`src/rtl/display_pkg.sv`:
```
// Shared segment type and glyph constants for the hex display.
// Segment bit order is a..g with a in the MSB.
package display_pkg;

  typedef logic [6:0] seg_t;

  localparam seg_t SEG_0     = 7'b1111110;
  localparam seg_t SEG_1     = 7'b0110000;
  localparam seg_t SEG_2     = 7'b1101101;
  localparam seg_t SEG_3     = 7'b1111001;
  localparam seg_t SEG_4     = 7'b0110011;
  localparam seg_t SEG_5     = 7'b1011011;
  localparam seg_t SEG_6     = 7'b1011111;
  localparam seg_t SEG_7     = 7'b1110000;
  localparam seg_t SEG_8     = 7'b1111111;
  localparam seg_t SEG_9     = 7'b1111011;
  localparam seg_t SEG_A     = 7'b1110111;
  localparam seg_t SEG_B     = 7'b0011111;
  localparam seg_t SEG_C     = 7'b1001110;
  localparam seg_t SEG_D     = 7'b0111101;
  localparam seg_t SEG_E     = 7'b1001111;
  localparam seg_t SEG_F     = 7'b1000111;
  localparam seg_t SEG_BLANK = 7'b0000000;

  // True for nibbles that render as a letter (A-F) rather than a decimal digit.
  function automatic logic is_hex_letter(input logic [3:0] nibble);
    return (nibble > 4'd9);
  endfunction

endpackage

```
`src/rtl/hex_seg_decoder.sv`:
```
// Combinational nibble-to-seven-segment decoder (active-high segments).
module hex_seg_decoder
  import display_pkg::*;
(
  input  logic [3:0] nibble,
  output seg_t       seg
);

  // Full 16-way glyph lookup; every nibble value has a glyph.
  always_comb begin
    seg = SEG_BLANK;
    case (nibble)
      4'h0: seg = SEG_0;
      4'h1: seg = SEG_1;
      4'h2: seg = SEG_2;
      4'h3: seg = SEG_3;
      4'h4: seg = SEG_4;
      4'h5: seg = SEG_5;
      4'h6: seg = SEG_6;
      4'h7: seg = SEG_7;
      4'h8: seg = SEG_8;
      4'h9: seg = SEG_9;
      4'hA: seg = SEG_A;
      4'hB: seg = SEG_B;
      4'hC: seg = SEG_C;
      4'hD: seg = SEG_D;
      4'hE: seg = SEG_E;
      4'hF: seg = SEG_F;
      default: seg = SEG_BLANK;
    endcase
  end

endmodule

```
`src/rtl/display_4bit.sv`:
```
// Registered hex-to-seven-segment display driver for one common-cathode digit.
// Optional macro DISPLAY_4BIT_DP_EN: light the decimal point for letters A-F.
module display_4bit
  import display_pkg::*;
(
  input  logic clk,
  input  logic rst,
  input  logic input_input_switch4_a_4,
  input  logic input_input_switch3_c_3,
  input  logic input_input_switch2_b_2,
  input  logic input_input_switch1_d_1,
  output logic output_7_segment_display1_a_top_9,
  output logic output_7_segment_display1_b_upper_right_10,
  output logic output_7_segment_display1_c_lower_right_12,
  output logic output_7_segment_display1_d_bottom_8,
  output logic output_7_segment_display1_e_lower_left_7,
  output logic output_7_segment_display1_f_upper_left_6,
  output logic output_7_segment_display1_g_middle_5,
  output logic output_7_segment_display1_dp_dot_11
);

  logic [3:0] nibble;
  seg_t       seg_next;
  seg_t       seg_q;
  logic       dp_q;

  assign nibble = {input_input_switch4_a_4, input_input_switch3_c_3,
                   input_input_switch2_b_2, input_input_switch1_d_1};

  hex_seg_decoder u_decoder (
    .nibble (nibble),
    .seg    (seg_next)
  );

  // Output register for segments a-g; reset blanks the digit.
  always_ff @(posedge clk) begin
    if (rst) seg_q <= SEG_BLANK;
    else     seg_q <= seg_next;
  end

`ifdef DISPLAY_4BIT_DP_EN
  // Decimal point marks a non-decimal digit; cleared by reset.
  always_ff @(posedge clk) begin
    if (rst) dp_q <= 1'b0;
    else     dp_q <= is_hex_letter(nibble);
  end
`else
  assign dp_q = 1'b0;
`endif

  assign output_7_segment_display1_a_top_9          = seg_q[6];
  assign output_7_segment_display1_b_upper_right_10 = seg_q[5];
  assign output_7_segment_display1_c_lower_right_12 = seg_q[4];
  assign output_7_segment_display1_d_bottom_8       = seg_q[3];
  assign output_7_segment_display1_e_lower_left_7   = seg_q[2];
  assign output_7_segment_display1_f_upper_left_6   = seg_q[1];
  assign output_7_segment_display1_g_middle_5       = seg_q[0];
  assign output_7_segment_display1_dp_dot_11        = dp_q;

endmodule

```
`config.mk`:
```
export PLATFORM = sky130hd
export DESIGN_NAME = display_4bit
export DESIGN_NICKNAME = d
export VERILOG_FILES = /design/src/rtl/display_pkg.sv /design/src/rtl/hex_seg_decoder.sv /design/src/rtl/display_4bit.sv
export SDC_FILE = /design/constraint.sdc
export NUM_CORES = 1
export LEC_CHECK = 0
export ABC_AREA = 1
export BUFFER_PORTS_ARGS = -buffer_cell sky130_fd_sc_hd__buf_2
export CELL_PAD_IN_SITES_DETAIL_PLACEMENT = 1
export CELL_PAD_IN_SITES_GLOBAL_PLACEMENT = 1
export CORE_AREA = 2 2 39 41
export CTS_BUF_LIST = sky130_fd_sc_hd__clkbuf_2
export CTS_CLUSTER_DIAMETER = 80
export DETAILED_ROUTE_END_ITERATION = 10
export DIE_AREA = 0 0 41 43
export HOLD_SLACK_MARGIN = 0.05
export PLACE_DENSITY_LB_ADDON = 0.1
export SETUP_SLACK_MARGIN = 0.15
export SLEW_MARGIN = 20
export SYNTH_ARGS = -nofsm -noshare
export SYNTH_HDL_FRONTEND = slang
export SYNTH_SLANG_ARGS = --single-unit
```
`constraint.sdc`:
```
create_clock -name clk -period 1.09 [get_ports clk]
set_input_delay 0.109 -clock clk [delete_from_list [all_inputs] [get_ports clk]]
set_output_delay 0.109 -clock clk [all_outputs]
set_load 0.05 [all_outputs]
```
After elaboration in Yosys (flattened, before gate mapping)

Memories as Yosys holds them, arrays and structs flattened. A register that Yosys moved wholly into a read port is not among the register bits.
Cells that the tools add are included.

Output and inout port bits: 8
Memory bits (read-only): 112
Memories kept: 1
Flip-flop bits (word level): 0

Memory list:

| memory          | depth | width | read ports | clocked after Yosys merged registers in | write ports | RTL line              | text |
|---|---|---|---|---|---|---|---|
| (no name shown) | 16    | 7     | 1          | 1                                       | 0           | hex_seg_decoder.sv:12 | `case (nibble)` |

Depth between registers and ports, before layout

Gate-level depths: netlist (run 1).

Depth in word-level cells: 0
Gate-level depth with buffers: 6

Modules after synthesis

From an unflattened synthesis (run 1), not the netlist that was laid out.

Cells, all modules: 75
Area total of the unflattened synthesis: 474.2 um^2

Modules (own cells, without submodules):

| module          | cells an instance | times used | area an instance (um^2) |
|---|---|---|---|
| hex_seg_decoder | 52                | 1          | 270.3 |
| display_4bit    | 23                | 1          | 203.9 |

Least setup slack after synthesis (run 1)

OpenSTA, ideal clock, no wires.

Path type: input to register
Start: input port input_input_switch2_b_2
End: register seg_q[3]
Required time: 0.974 ns
Buffers on the path: 0
Setup time: 0.116 ns
Slack: 0.253 ns
Data arrival time: 0.722 ns
Cell stages on the path: 6
Cells stage by stage: inv_1 -> ha_1 -> nand2_1 -> nand2_1 -> o21ai_0 -> nor2_1

RTL lines:

| what        | RTL line           | text |
|---|---|---|
| from (decl) | display_4bit.sv:10 | `input logic input_input_switch2_b_2,` |
| to (decl)   | display_4bit.sv:24 | `seg_t seg_q;` |

Worst setup path in the final report (run 1)

Start: register seg_q[1]
End: output port output_7_segment_display1_f_upper_left_6

RTL lines:

| what      | RTL line           | text |
|---|---|---|
| to (decl) | display_4bit.sv:17 | `output logic output_7_segment_display1_f_upper_left_6,` |

No word-level cell between the ends.

==> reports/results.ini, run 1 <==
[clocking]
htreeDepth=1
hold_buffers=0
numCtsBuffers=3
cts_tree=built
clock_sinks=7
path_clk_slew_ns=0.07
cts_buffer_depth=2
cts_root_buf=clkbuf_2

[power_and_ir_drop]
power.total_w=0.000681
switching_share_pct=36.2
vdd_drop_max_v=0.000258
pwr-share-seq_pct=41.2
power_density_mw_per_mm2=1250
p_int_w=0.000435
p_comb_share_pct=30.5
p_clk_share_pct=28.3
switchingPower_w=0.000246
p_leak_nw=0.291

[final_layout]
final_util_pct=39.2
largest_register_ffs=7
drive_above_1_share_pct=31.9
mostFrequentLayoutCells=12 x nand2_1, 7 x ha_1, 7 x buf_2, 7 x dfxtp_1, 6 x nor2_1
top_regs=seg_q: 7 flops
fillers=196
design_area_sq_um=543
final_common_cell=nand2_1
multi_input_area_sq_um=253
regArea_sq_um=140
area.growth.synth_to_final_pct=28.4
antennaDiodeCount=0
largest_register=seg_q
nNetsFinal=86

[sta]
clock.fmax_mhz=1110
post-route-min-period_ns=0.898
rsz0062_at_grt=no
finalSetupTns_ns=0
final-hold-violation-count=0
setup_violations=0
slew_violations=0
fin_crit_sh_pct=82.4

[placed_design]
gp_congestion=0.760
io_buffers=12
place_hpwl_um=750
post_dp_cell_area_sq_um=510

[global_routing]
grt_use_met2_pct=19.4
met1_usage_pct=14.1
grt_pass1_wl_um=1470
grt_usage_pct=12.7
grt_start_max_net_pins=8
globalRoute.totalOverflow=0
first_global_vias=366
grt_use_met3_pct=3.14
busiest_layer=met2
antenna_found_initial=0

[logic_synthesis]
seq_area_frac_synth_pct=33.1
syn_nets=68
yosysWarnings=0
netlist_instances=55
ys_seq_elements=7
synth.cell_area_sq_um=423
avgSynthCellArea_sq_um=7.69
synth_cell_type_count=15

[setup_path]
cpPeakStageDelay_ns=0.31
cp_max_fo=1
worst_setup_path_end_kind=output port
crit_chain=buf_2
arrival_ns=0.79
setup.worst_path.end=output_7_segment_display1_f_upper_left_6
critPathKind=flip-flop to output port
cp_slowest_cell=dfxtp_1
cp_top_family=flip-flops
cp-startpoint=seg_q[1]$_SDFF_PP0_
path_depth=1
critPathLaunchType=flip-flop
cp.required_ns=0.98
crit_buf_inv=1

[route]
drt-wirelength-per-cell_um=9.92
num_vias=395
drc=0
routed_wl_um=873
via_per_inst=4.49
firstDrtPassIters=1
drtAntennaViolNets=0
first_iter_violations=0

[floorplan]
die_w_um=41
rows=14
core_sq_mm=0.00138
ios=14
die-area_sq_mm=0.00176
start_util_pct=30.6
die_h_um=43

[outcome]
status=complete, no violations

[min_path]
min_delay_path_depth=2
min_path_type=input port to flip-flop

[flow_run]
max_cap_viol_count=0

[cell usage after synthesis]
library cell  instances  share of area [%]
a21oi_1               4                4.7
a21oi_2               1                2.1
buf_4                 1                1.8
conb_1                1               0.89
dfxtp_1               7                 33
ha_1                  7                 21
inv_1                 5                4.4
inv_2                 1               0.89
nand2_1              12                 11
nand2_2               1                1.5
nand3_1               3                3.5
nor2_1                6                5.3
nor2_4                1                2.7
nor3b_2               1                3.0
o21ai_0               4                4.7
[metal layers]
layer  up-vias  wire length (um)  share of wire, %
li1        206                 -                 -
met1       174               369                42
met5         -                 0                 0
met2        12               435                50
met4         0                22               2.5
met3         3                46               5.3
[cell type report]
cell class              instances  share of cell area (%)
well taps                      16                    3.69
inverters                       6                    4.15
multi-input cells              41                    46.5
flip-flops and latches          7                    25.8
repair buffers                 14                    16.1
clock buffers                   4                    3.69
[power groups by stage]
stage               Clock (W)  Sequential, W  Combinational [W]
floorplan                   0       0.000360          0.0000728
global placement            0       0.000286           0.000204
detailed placement          0       0.000287           0.000203
CTS                  0.000202       0.000281           0.000204
global route         0.000216       0.000283           0.000230
finish               0.000193       0.000281           0.000208
[metrics by stage]
step | hold WS [ns] | setup slack (ns) | std cells
4_1_cts | 0.0967 | 0.157 | 88
5_1_grt | 0.101 | 0.154 | 88
6_report | 0.103 | 0.192 | 88
2_1_floorplan | 0.171 | 0.253 | 55
3_5_place_dp | 0.351 | 0.0551 | 84
3_3_place_gp | 0.359 | 0.0796 | 84
[kinds of logic (layout without fill, tap and decap cells)]
kind of cell	Yosys count	count (layout)	share of synthesized area [%]
AOI/OAI and AO/OA	9	9	11.5
buffers and inverters	7	24	7.10
adders and majority gates	7	7	20.7
DFF	7	7	33.1
other	1	1	0.887
and+or+nand+nor	24	24	26.6
[timing repair]
action | 4_1_cts | 5_1_grt
setup endpoints to repair | 0 | 5
gates resized for setup | 0 | 5
setup buffers | 0 | 0
[worst min path at each step]
stage / startpoint / endpoint / slack, ns
6_report: rst / seg_q[6]$_SDFF_PP0_ / 0.10
4_1_cts: rst / seg_q[6]$_SDFF_PP0_ / 0.1
5_1_grt: rst / seg_q[6]$_SDFF_PP0_ / 0.10
3_5_place_dp: rst / seg_q[6]$_SDFF_PP0_ / 0.35
2_1_floorplan: rst / seg_q[6]$_SDFF_PP0_ / 0.17
3_3_place_gp: rst / seg_q[6]$_SDFF_PP0_ / 0.36
(Power assumes the default switching activity.)
==> run 2, diff against run 1 <==
- clock period: 1.09 -> 0.83 ns (I/O delays scaled with it)
==> reports/results.ini, run 2 (synthesized netlist as in run 1, its figures left out) <==
[final_layout]
mostFrequentLayoutCells=10 x nand2_1, 7 x buf_8, 7 x dfxtp_2
largest_register=seg_q
final_common_cell=nand2_1
drive_above_1_share_pct=51.4
design_area_sq_um=661
largest_register_ffs=7
top_regs=seg_q: 7 flops
nNetsFinal=86
area.growth.synth_to_final_pct=56.2
antennaDiodeCount=0

[setup_path]
worst_setup_path_end_kind=output port
cp.required_ns=0.75
crit_buf_inv=1
critPathKind=flip-flop to output port
cp_slowest_cell=dfxtp_2
critPathLaunchType=flip-flop
arrival_ns=0.70
cp_max_fo=1
crit_chain=buf_8
cpPeakStageDelay_ns=0.34
cp_top_family=flip-flops

[power_and_ir_drop]
vdd_drop_max_v=0.000426
power.total_w=0.000978
p_leak_nw=0.317
power_density_mw_per_mm2=1480

[sta]
final-hold-violation-count=0
setup_violations=0
whs_ns=0.0873
finalSetupTns_ns=0
fin_crit_sh_pct=94.1
slew_violations=0
clock.fmax_mhz=1280
rsz0062_at_grt=yes
timing.final.ws_setup_ns=0.0493
post-route-min-period_ns=0.781

[clocking]
path_clk_slew_ns=0.07
cts_buffer_depth=2
numCtsBuffers=3
clock_sinks=7
htreeDepth=1
cts_tree=built
hold_buffers=0
cts_root_buf=clkbuf_2

[global_routing]
grt_pass1_wl_um=1440
grt_start_max_net_pins=8
antenna_found_initial=0
globalRoute.totalOverflow=0
grt_usage_pct=11.8
first_global_vias=387

[route]
num_vias=381
via_per_inst=4.33
drt-wirelength-per-cell_um=9.94
drc=0
firstDrtPassIters=1
first_iter_violations=0
drtAntennaViolNets=0
routed_wl_um=875

[placed_design]
place_ws_ns=-0.167
place_hpwl_um=749
io_buffers=12
gp_congestion=0.790
post_dp_cell_area_sq_um=541

[floorplan]
rows=14
start_util_pct=30.6
die_h_um=43
core_sq_mm=0.00138
die_w_um=41
ios=14
die-area_sq_mm=0.00176

[min_path]
min_path_type=input port to flip-flop

[outcome]
status=complete, no violations

[flow_run]
max_cap_viol_count=0

## run 2: cell type report
class                      count  area (sq um)
fill                         171           723
multi-input combinational     41           278
timing repair buffer          14           154
sequential                     7           149
inverter                       6          40.0
clock buffer                   4          20.0
tap                           16          20.0
## run 2: stage by stage
step	utilization [%]	cells
after floorplan	-	55
after global placement	39.1	84
after detailed placement	39.1	84
after CTS	44.9	88
after global routing	47.7	88
final	47.7	88
## run 2: worst paths after layout
| kind | depth (start not counted) | end | from |
|---|---|---|---|
| min | 2 | seg_q[6]$_SDFF_PP0_ | rst |
| max | 1 | output_7_segment_display1_e_lower_left_7 | seg_q[2]$_SDFF_PP0_ |
## run 2: per-layer routing
metal  global-route usage (%)  up-vias  part of all wire [%]
li1                         -      204                     -
met1                     12.2      166                    39
met2                     22.2       11                    56
met3                        0        0                   4.3
met4                     6.00        0                     0
met5                        0        -                     0
## run 2: what timing repair did
action	CTS	global route
resized for setup	25	11
pin swaps	1	2
endpoints found under the setup margin	11	9
setup buffers	0	0
## run 2: power by group
part	switching (W)	leakage, nW	total, W	internal (W)
registers	0.0000163	0.0600	0.000385	0.000369
clock network	0.000115	0.0166	0.000243	0.000128
logic	0.000209	0.240	0.000349	0.000140
total	0.000341	0.317	0.000978	0.000637
